===== config.mk =====
export PLATFORM = sky130hd
export DESIGN_NAME = gray_rx_decoder_flat
export DESIGN_NICKNAME = d
export VERILOG_FILES = /design/src/rtl/gray_rx_if.sv /design/src/rtl/gray_rx_decoder.sv /design/src/flat_wrapper.sv
export SDC_FILE = /design/constraint.sdc
export NUM_CORES = 1
export LEC_CHECK = 0
export ABC_AREA = 0
export ABC_CLOCK_PERIOD_IN_PS = 8300
export BUFFER_PORTS_ARGS = -buffer_cell sky130_fd_sc_hd__buf_2
export CAP_MARGIN = 20
export CORE_MARGIN = 2
export CORE_UTILIZATION = 60
export CTS_BUF_LIST = sky130_fd_sc_hd__clkbuf_8
export DETAILED_ROUTE_END_ITERATION = 8
export GPL_TIMING_DRIVEN = 0
export PLACE_DENSITY = 0.87
export SLEW_MARGIN = 30
export SYNTH_ARGS = -nofsm -noshare
export SYNTH_HDL_FRONTEND = slang
export SYNTH_SLANG_ARGS = --single-unit

===== constraint.sdc =====
create_clock -name clk -period 8.3 [get_ports clk]
set_clock_uncertainty 0.15 [all_clocks]
set_input_delay 0.415 -clock clk [delete_from_list [all_inputs] [get_ports clk]]
set_output_delay 0.415 -clock clk [all_outputs]
set_load 0.02 [all_outputs]

===== src/rtl/gray_rx_if.sv =====
// Link bundle between the Gray-count synchroniser and gray_rx_decoder.
// master drives the sampled count; slave is the decoder.
interface gray_rx_if #(
  parameter int CBITS = 18,
  parameter int ERRW  = 8
);
  logic [CBITS-1:0] gray_in;
  logic             gray_vld;
  logic [CBITS-1:0] bin_cnt;
  logic             bin_vld;
  logic             sig;
  logic             step_err;
  logic [ERRW-1:0]  err_cnt;
  logic             locked;

  modport master (
    output gray_in, gray_vld,
    input  bin_cnt, bin_vld, sig,
    input  step_err, err_cnt, locked
  );

  modport slave (
    input  gray_in, gray_vld,
    output bin_cnt, bin_vld, sig,
    output step_err, err_cnt, locked
  );
endinterface


===== src/rtl/gray_rx_decoder.sv =====
// Gray-count receiver: decodes, checks +1 steps, regenerates wrap pulse,
// counts step errors and re-locks after RELOCK good steps.
module gray_rx_decoder #(
  parameter int CBITS  = 18,
  parameter int ERRW   = 8,
  parameter int RELOCK = 2
) (
  input logic      clk,
  input logic      rst_n,
  gray_rx_if.slave bus
);

  localparam int GW = (RELOCK > 1) ? $clog2(RELOCK + 1) : 1;
  localparam logic [GW-1:0] RELOCK_G = GW'(RELOCK);

  typedef enum logic [1:0] {
    IDLE,
    TRACK,
    RESYNC
  } state_e;

  state_e           state_q;
  logic [CBITS-1:0] bin_q;
  logic             bin_vld_q;
  logic             sig_q;
  logic             err_q;
  logic [ERRW-1:0]  err_cnt_q;
  logic             locked_q;
  logic [GW-1:0]    good_q;

  logic [CBITS-1:0] bin_d;
  logic [CBITS-1:0] nxt_d;
  logic             same_d;
  logic             step_d;
  logic             bad_d;

  // bin_q doubles as the previous accepted sample
  always_comb begin
    bin_d = '0;
    for (int i = 0; i < CBITS; i++) begin
      bin_d[i] = ^(bus.gray_in >> i);
    end
  end

  assign nxt_d  = bin_q + 1'b1;
  assign same_d = (bin_d == bin_q);
  assign step_d = (bin_d == nxt_d);
  assign bad_d  = !same_d && !step_d;

  always_ff @(posedge clk or negedge rst_n) begin
    if (!rst_n) begin
      state_q   <= IDLE;
      bin_q     <= '0;
      bin_vld_q <= 1'b0;
      sig_q     <= 1'b0;
      err_q     <= 1'b0;
      err_cnt_q <= '0;
      locked_q  <= 1'b0;
      good_q    <= '0;
    end else begin
      bin_vld_q <= 1'b0;
      sig_q     <= 1'b0;
      err_q     <= 1'b0;
      if (bus.gray_vld) begin
        case (state_q)
          IDLE: begin
            bin_q     <= bin_d;
            bin_vld_q <= 1'b1;
            state_q   <= TRACK;
            locked_q  <= 1'b1;
          end
          TRACK: begin
            unique case (1'b1)
              same_d: ;
              step_d: begin
                bin_q     <= bin_d;
                bin_vld_q <= 1'b1;
                sig_q     <= (bin_d == '0);
              end
              bad_d: begin
                bin_q     <= bin_d;
                bin_vld_q <= 1'b1;
                err_q     <= 1'b1;
                if (err_cnt_q != '1) begin
                  err_cnt_q <= err_cnt_q + 1'b1;
                end
                good_q   <= '0;
                state_q  <= RESYNC;
                locked_q <= 1'b0;
              end
            endcase
          end
          RESYNC: begin
            unique case (1'b1)
              same_d: ;
              step_d: begin
                bin_q     <= bin_d;
                bin_vld_q <= 1'b1;
                if (good_q + 1'b1 == RELOCK_G) begin
                  good_q   <= '0;
                  state_q  <= TRACK;
                  locked_q <= 1'b1;
                end else begin
                  good_q <= good_q + 1'b1;
                end
              end
              bad_d: begin
                bin_q     <= bin_d;
                bin_vld_q <= 1'b1;
                err_q     <= 1'b1;
                if (err_cnt_q != '1) begin
                  err_cnt_q <= err_cnt_q + 1'b1;
                end
                good_q <= '0;
              end
            endcase
          end
          default: begin
            state_q  <= IDLE;
            locked_q <= 1'b0;
          end
        endcase
      end
    end
  end

  assign bus.bin_cnt  = bin_q;
  assign bus.bin_vld  = bin_vld_q;
  assign bus.sig      = sig_q;
  assign bus.step_err = err_q;
  assign bus.err_cnt  = err_cnt_q;
  assign bus.locked   = locked_q;

endmodule


===== src/flat_wrapper.sv =====
// flat-port wrapper written by rule: the top's interface ports become plain ports
module gray_rx_decoder_flat 
#(
  parameter int CBITS  = 18,
  parameter int ERRW   = 8,
  parameter int RELOCK = 2
)
  (clk, rst_n, bus_gray_in, bus_gray_vld, bus_bin_cnt, bus_bin_vld, bus_sig, bus_step_err, bus_err_cnt, bus_locked);
  gray_rx_if #(.CBITS(CBITS), .ERRW(ERRW)) bus_i ();
  input logic clk;
  input logic rst_n;
  input wire logic [$bits(bus_i.gray_in)-1:0] bus_gray_in;
  input wire logic [$bits(bus_i.gray_vld)-1:0] bus_gray_vld;
  output wire logic [$bits(bus_i.bin_cnt)-1:0] bus_bin_cnt;
  output wire logic [$bits(bus_i.bin_vld)-1:0] bus_bin_vld;
  output wire logic [$bits(bus_i.sig)-1:0] bus_sig;
  output wire logic [$bits(bus_i.step_err)-1:0] bus_step_err;
  output wire logic [$bits(bus_i.err_cnt)-1:0] bus_err_cnt;
  output wire logic [$bits(bus_i.locked)-1:0] bus_locked;
  assign bus_i.gray_in = bus_gray_in;
  assign bus_i.gray_vld = bus_gray_vld;
  assign bus_bin_cnt = bus_i.bin_cnt;
  assign bus_bin_vld = bus_i.bin_vld;
  assign bus_sig = bus_i.sig;
  assign bus_step_err = bus_i.step_err;
  assign bus_err_cnt = bus_i.err_cnt;
  assign bus_locked = bus_i.locked;
  gray_rx_decoder #(.CBITS(CBITS), .ERRW(ERRW), .RELOCK(RELOCK)) u_core (.clk(clk), .rst_n(rst_n), .bus(bus_i));
endmodule

==> report_table.html <==
<table>
<tr><th>Metric</th><th>Value</th></tr>
<tr><th colspan="2">Placed design</th></tr>
<tr><td>Input/output buffers</td><td>47</td></tr>
<tr><td>Post-DP Area</td><td>0.00356 mm2</td></tr>
<tr><td>Placer Congestion</td><td>0.946</td></tr>
<tr><td>Post-DP HPWL</td><td>5650 um</td></tr>
<tr><td>DP Cell Count</td><td>450</td></tr>
<tr><th colspan="2">Drt</th></tr>
<tr><td>Met3 Routed Length</td><td>342 um</td></tr>
<tr><td>Routed wire per std cell</td><td>16.0 um</td></tr>
<tr><td>Final antenna-violating net count</td><td>0</td></tr>
<tr><td>DRC violation total after the first TritonRoute iteration</td><td>194</td></tr>
<tr><td>Top layer in use</td><td>met4</td></tr>
<tr><td>Routed length on met1</td><td>3310 um</td></tr>
<tr><td>Post-detailed-routing wire length</td><td>7320 um</td></tr>
<tr><td>Number of detailed-routing iterations run before antenna repair</td><td>4</td></tr>
<tr><td>Sum of met2 wire segment lengths after detailed routing</td><td>3600 um</td></tr>
<tr><td>DRC viols</td><td>0</td></tr>
<tr><td>Total vias in the final route</td><td>2697</td></tr>
<tr><td>Average vias per placed instance</td><td>5.89</td></tr>
<tr><th colspan="2">Pwr</th></tr>
<tr><td>Leak Pwr</td><td>1.60 nW</td></tr>
<tr><td>Sum of internal, switching and leakage power</td><td>between 0.001 and 0.0015 W</td></tr>
<tr><td>Total power per unit cell area</td><td>364 mW/mm2</td></tr>
<tr><td>Maximum VDD drop</td><td>193 uV</td></tr>
<tr><th colspan="2">GRT</th></tr>
<tr><td>Wire length of the first global-routing pass</td><td>12700 um</td></tr>
<tr><td>Pin count of the biggest net entering global routing</td><td>35</td></tr>
<tr><td>Remaining Overflow, GRT</td><td>0</td></tr>
<tr><td>Number of antenna violations at the first check in global routing</td><td>0</td></tr>
<tr><td>Via count of the first global-routing pass</td><td>2708</td></tr>
<tr><td>GRT Resource Usage Total</td><td>26.1%</td></tr>
<tr><th colspan="2">Min path</th></tr>
<tr><td>Hold crit path type</td><td>primary input to asynchronous set/reset pin</td></tr>
<tr><th colspan="2">Logic synthesis</th></tr>
<tr><td>Post-synth top area cell</td><td>dfrtp_1</td></tr>
<tr><td>Synthesis-stage register bit count</td><td>34</td></tr>
<tr><td>Post-synth EDFFs</td><td>0</td></tr>
<tr><td>Most repeated cell in the gate-level netlist after synthesis</td><td>xnor2_1</td></tr>
<tr><td>Synth top area share</td><td>roughly a quarter</td></tr>
<tr><td>Syn Nets</td><td>362</td></tr>
<tr><td>Synthesis Warnings</td><td>0</td></tr>
<tr><td>Share of flip-flops with an asynchronous set or reset after synthesis</td><td>100%</td></tr>
<tr><td>Netlist area before placement</td><td>0.00324 mm2</td></tr>
<tr><td>Cell types with the largest area share after synthesis</td><td>dfrtp_1, xnor2_1, xnor3_1</td></tr>
<tr><td>Post-Synthesis Cells</td><td>333</td></tr>
<tr><td>Count of cell types in the netlist</td><td>55</td></tr>
<tr><td>Synthesized area divided by synthesized cell count</td><td>9.73 um2</td></tr>
<tr><td>Prevailing post-synth register cell</td><td>dfrtp_1</td></tr>
<tr><td>Most frequent cells after synthesis</td><td>xnor2_1, dfrtp_1, nand2_1</td></tr>
<tr><td>Register area share after synthesis</td><td>26.3%</td></tr>
<tr><th colspan="2">Floorplanning</th></tr>
<tr><td>Die X</td><td>77.5 um</td></tr>
<tr><td>Site Rows</td><td>26</td></tr>
<tr><td>DIE AREA</td><td>around 0.006 mm2</td></tr>
<tr><td>Die Span Y</td><td>77.5 um</td></tr>
<tr><td>Starting density of the core</td><td>between 60% and 70%</td></tr>
<tr><td>IO Count</td><td>51</td></tr>
<tr><td>Placeable core area</td><td>~0.0052 mm2</td></tr>
<tr><th colspan="2">Timing</th></tr>
<tr><td>Final number of hold-violating endpoints</td><td>0</td></tr>
<tr><td>Clock period minus final worst setup slack</td><td>approximately 4000 ps</td></tr>
<tr><td>Maximum achievable frequency</td><td>between 200 and 300 MHz</td></tr>
<tr><td>Tcrit/Tclk final</td><td>a little under half</td></tr>
<tr><td>Final setup vio count</td><td>0</td></tr>
<tr><td>Relative max-transition margin</td><td>46.7%</td></tr>
<tr><td>Worst Tran Pin Value</td><td>799 ps</td></tr>
<tr><td>Sum Neg Setup Slack</td><td>0 ps</td></tr>
<tr><td>Setup repair after global routing missed its margin</td><td>false</td></tr>
<tr><td>Slew Limit Fails</td><td>0</td></tr>
<tr><th colspan="2">Worst setup path</th></tr>
<tr><td>Delay of the slowest critical-path stage</td><td>490 ps</td></tr>
<tr><td>Critical Path Start Type</td><td>primary input</td></tr>
<tr><td>CP Buf/Inv Count</td><td>4</td></tr>
<tr><td>Required time of the worst setup path</td><td>8320 ps</td></tr>
<tr><td>Crit Path Class</td><td>primary input to register</td></tr>
<tr><td>Arrival time worst endpoint</td><td>about 4000 ps</td></tr>
<tr><td>Maximum fanout encountered on the critical timing path</td><td>10</td></tr>
<tr><td>Cell type group with the largest total delay on the critical path</td><td>simple AND/OR/NAND/NOR gates</td></tr>
<tr><td>Slowest CP cell</td><td>nor4b_4</td></tr>
<tr><td>Type of destination of the critical path</td><td>register</td></tr>
<tr><td>Cells traversed along the worst timing path</td><td>buf_2, inv_1, ha_1, clkbuf_1, xor3_1, nor3_1, mux2i_1, or3_1, a2111oi_2, nor4b_4, a211o_1, buf_4, mux2_2</td></tr>
<tr><th colspan="2">Clock tree</th></tr>
<tr><td>CTS-repair resized insts</td><td>0</td></tr>
<tr><td>Clock Sinks</td><td>34</td></tr>
<tr><td>Setup repair bufs after CTS</td><td>0</td></tr>
<tr><td>H-tree depth reported by CTS</td><td>2</td></tr>
<tr><td>Number of buffers added by the clock tree synthesis step</td><td>5</td></tr>
<tr><td>Clock Latency Late Sink</td><td>290 ps</td></tr>
<tr><td>Clk root buf</td><td>clkbuf_8</td></tr>
<tr><td>Reg clk slew, reported paths</td><td>80 ps</td></tr>
<tr><td>Number of buffers inserted by hold repair at cts</td><td>0</td></tr>
<tr><td>Bufs on Longest Clock Path</td><td>2</td></tr>
<tr><td>Clock tree from TritonCTS</td><td>done</td></tr>
<tr><th colspan="2">Finish</th></tr>
<tr><td>Fraction of layout cells with a size suffix above 1</td><td>21.6%</td></tr>
<tr><td>Non-Filler Cell Area, Final</td><td>0.00366 mm2</td></tr>
<tr><td>Syn-to-layout area delta</td><td>12.9%</td></tr>
<tr><td>Diodes inserted</td><td>0</td></tr>
<tr><td>Finished Layout Cells</td><td>458</td></tr>
<tr><td>Net count reported at finish</td><td>416</td></tr>
<tr><th colspan="2">Run status</th></tr>
<tr><td>Status</td><td>complete, no violations</td></tr>
<tr><th colspan="2">Job</th></tr>
<tr><td>Total of max-cap violations</td><td>0</td></tr>
</table>
[per-layer routing]
layer / up-vias / GRT usage (%)
li1: 1300 / -
met1: 1300 / 35.1
met2: 88 / 44.5
met3: 9 / 3.84
met4: 0 / 6.07
met5: - / 0
[registers in the layout (all words and copies together) (netlist names)]
register,count
u_core.bus.bin_cnt,18
u_core.bus.err_cnt,8
u_core.good_q,2
u_core.state_q,2
u_core.bus.bin_vld,1
u_core.bus.locked,1
u_core.bus.sig,1
u_core.bus.step_err,1
[path summary, 6_finish.rpt]
kind	startpoint	to	slack [ps]	cells past startpoint
setup / recovery	bus_gray_in[17]	u_core.bus.bin_cnt[14]$_DFFE_PN0P_	4320	13
hold / removal	rst_n	u_core.bus.bin_cnt[9]$_DFFE_PN0P_	50	1
setup reg to reg	u_core.bus.bin_cnt[1]$_DFFE_PN0P_	u_core.bus.err_cnt[1]$_DFFE_PN0P_	4760	10
hold reg to reg	u_core.good_q[0]$_DFFE_PN0P_	u_core.good_q[0]$_DFFE_PN0P_	330	1
max in group asynchronous	rst_n	u_core.bus.err_cnt[5]$_DFFE_PN0P_	7420	1
min in group clk	bus_gray_vld	u_core.bus.bin_vld$_DFF_PN0_	300	3
[power breakdown]
part / leakage, nW / internal (W) / switching [W]
registers: 0.422 / 0.000237 / 0.0000907
clock network: 0.0472 / 0.0000668 / 0.0000658
logic: 1.13 / 0.000376 / 0.000495
[final cells by class]
class	instances	area, um2
Fill cell	399	1520
Multi-Input combinational cell	274	2280
Clock inverter	2	12.5
Buffer	13	66.3
Inverter	12	45.0
Timing Repair Buffer	47	235
Clock buffer	6	82.6
Tap cell	70	87.6
Sequential cell	34	851
[cells by family after synthesis]
logic type | Yosys count | share of synthesized area (%)
AND/OR/NAND/NOR | 119 | 20.7
adder cells (fa/ha/maj) | 8 | 3.09
AO/OA/AOI/OAI | 46 | 9.69
buffers and inverters | 25 | 3.44
XOR/XNOR | 86 | 31.7
flip-flops | 34 | 26.3
multiplexers | 15 | 5.14
[placed cells by master, fill, tap and decap left out, drive strengths merged, types with 2 or more instances in the layout]
| master | instances |
|---|---|
| a2111oi | 2 |
| a211o | 2 |
| a211oi | 3 |
| a21oi | 6 |
| a31oi | 2 |
| and2 | 4 |
| and3 | 8 |
| and4 | 4 |
| buf | 53 |
| clkbuf | 13 |
| dfrtp | 34 |
| ha | 8 |
| inv | 12 |
| mux2 | 10 |
| mux2i | 5 |
| nand2 | 23 |
| nand3 | 22 |
| nand4 | 9 |
| nor2 | 14 |
| nor3 | 7 |
| nor3b | 3 |
| nor4 | 4 |
| nor4b | 6 |
| o211ai | 3 |
| o21ai | 15 |
| o21bai | 3 |
| o31ai | 2 |
| or2 | 3 |
| or3 | 8 |
| xnor2 | 55 |
| xnor3 | 10 |
| xor2 | 16 |
| xor3 | 5 |
[per-stage QoR]
step / setup WS (ps) / hold slack [ps] / util (%)
after global placement: 4090 / 314 / 68.9
after CTS: 4350 / 72.4 / 70.7
final: 4320 / 53.2 / 70.7
after detailed placement: 4070 / 320 / 68.9
after global routing: 3950 / 118 / 70.7
after floorplan: 4730 / -30.6 / -
No activity file was read; power rests on OpenSTA's default activity.
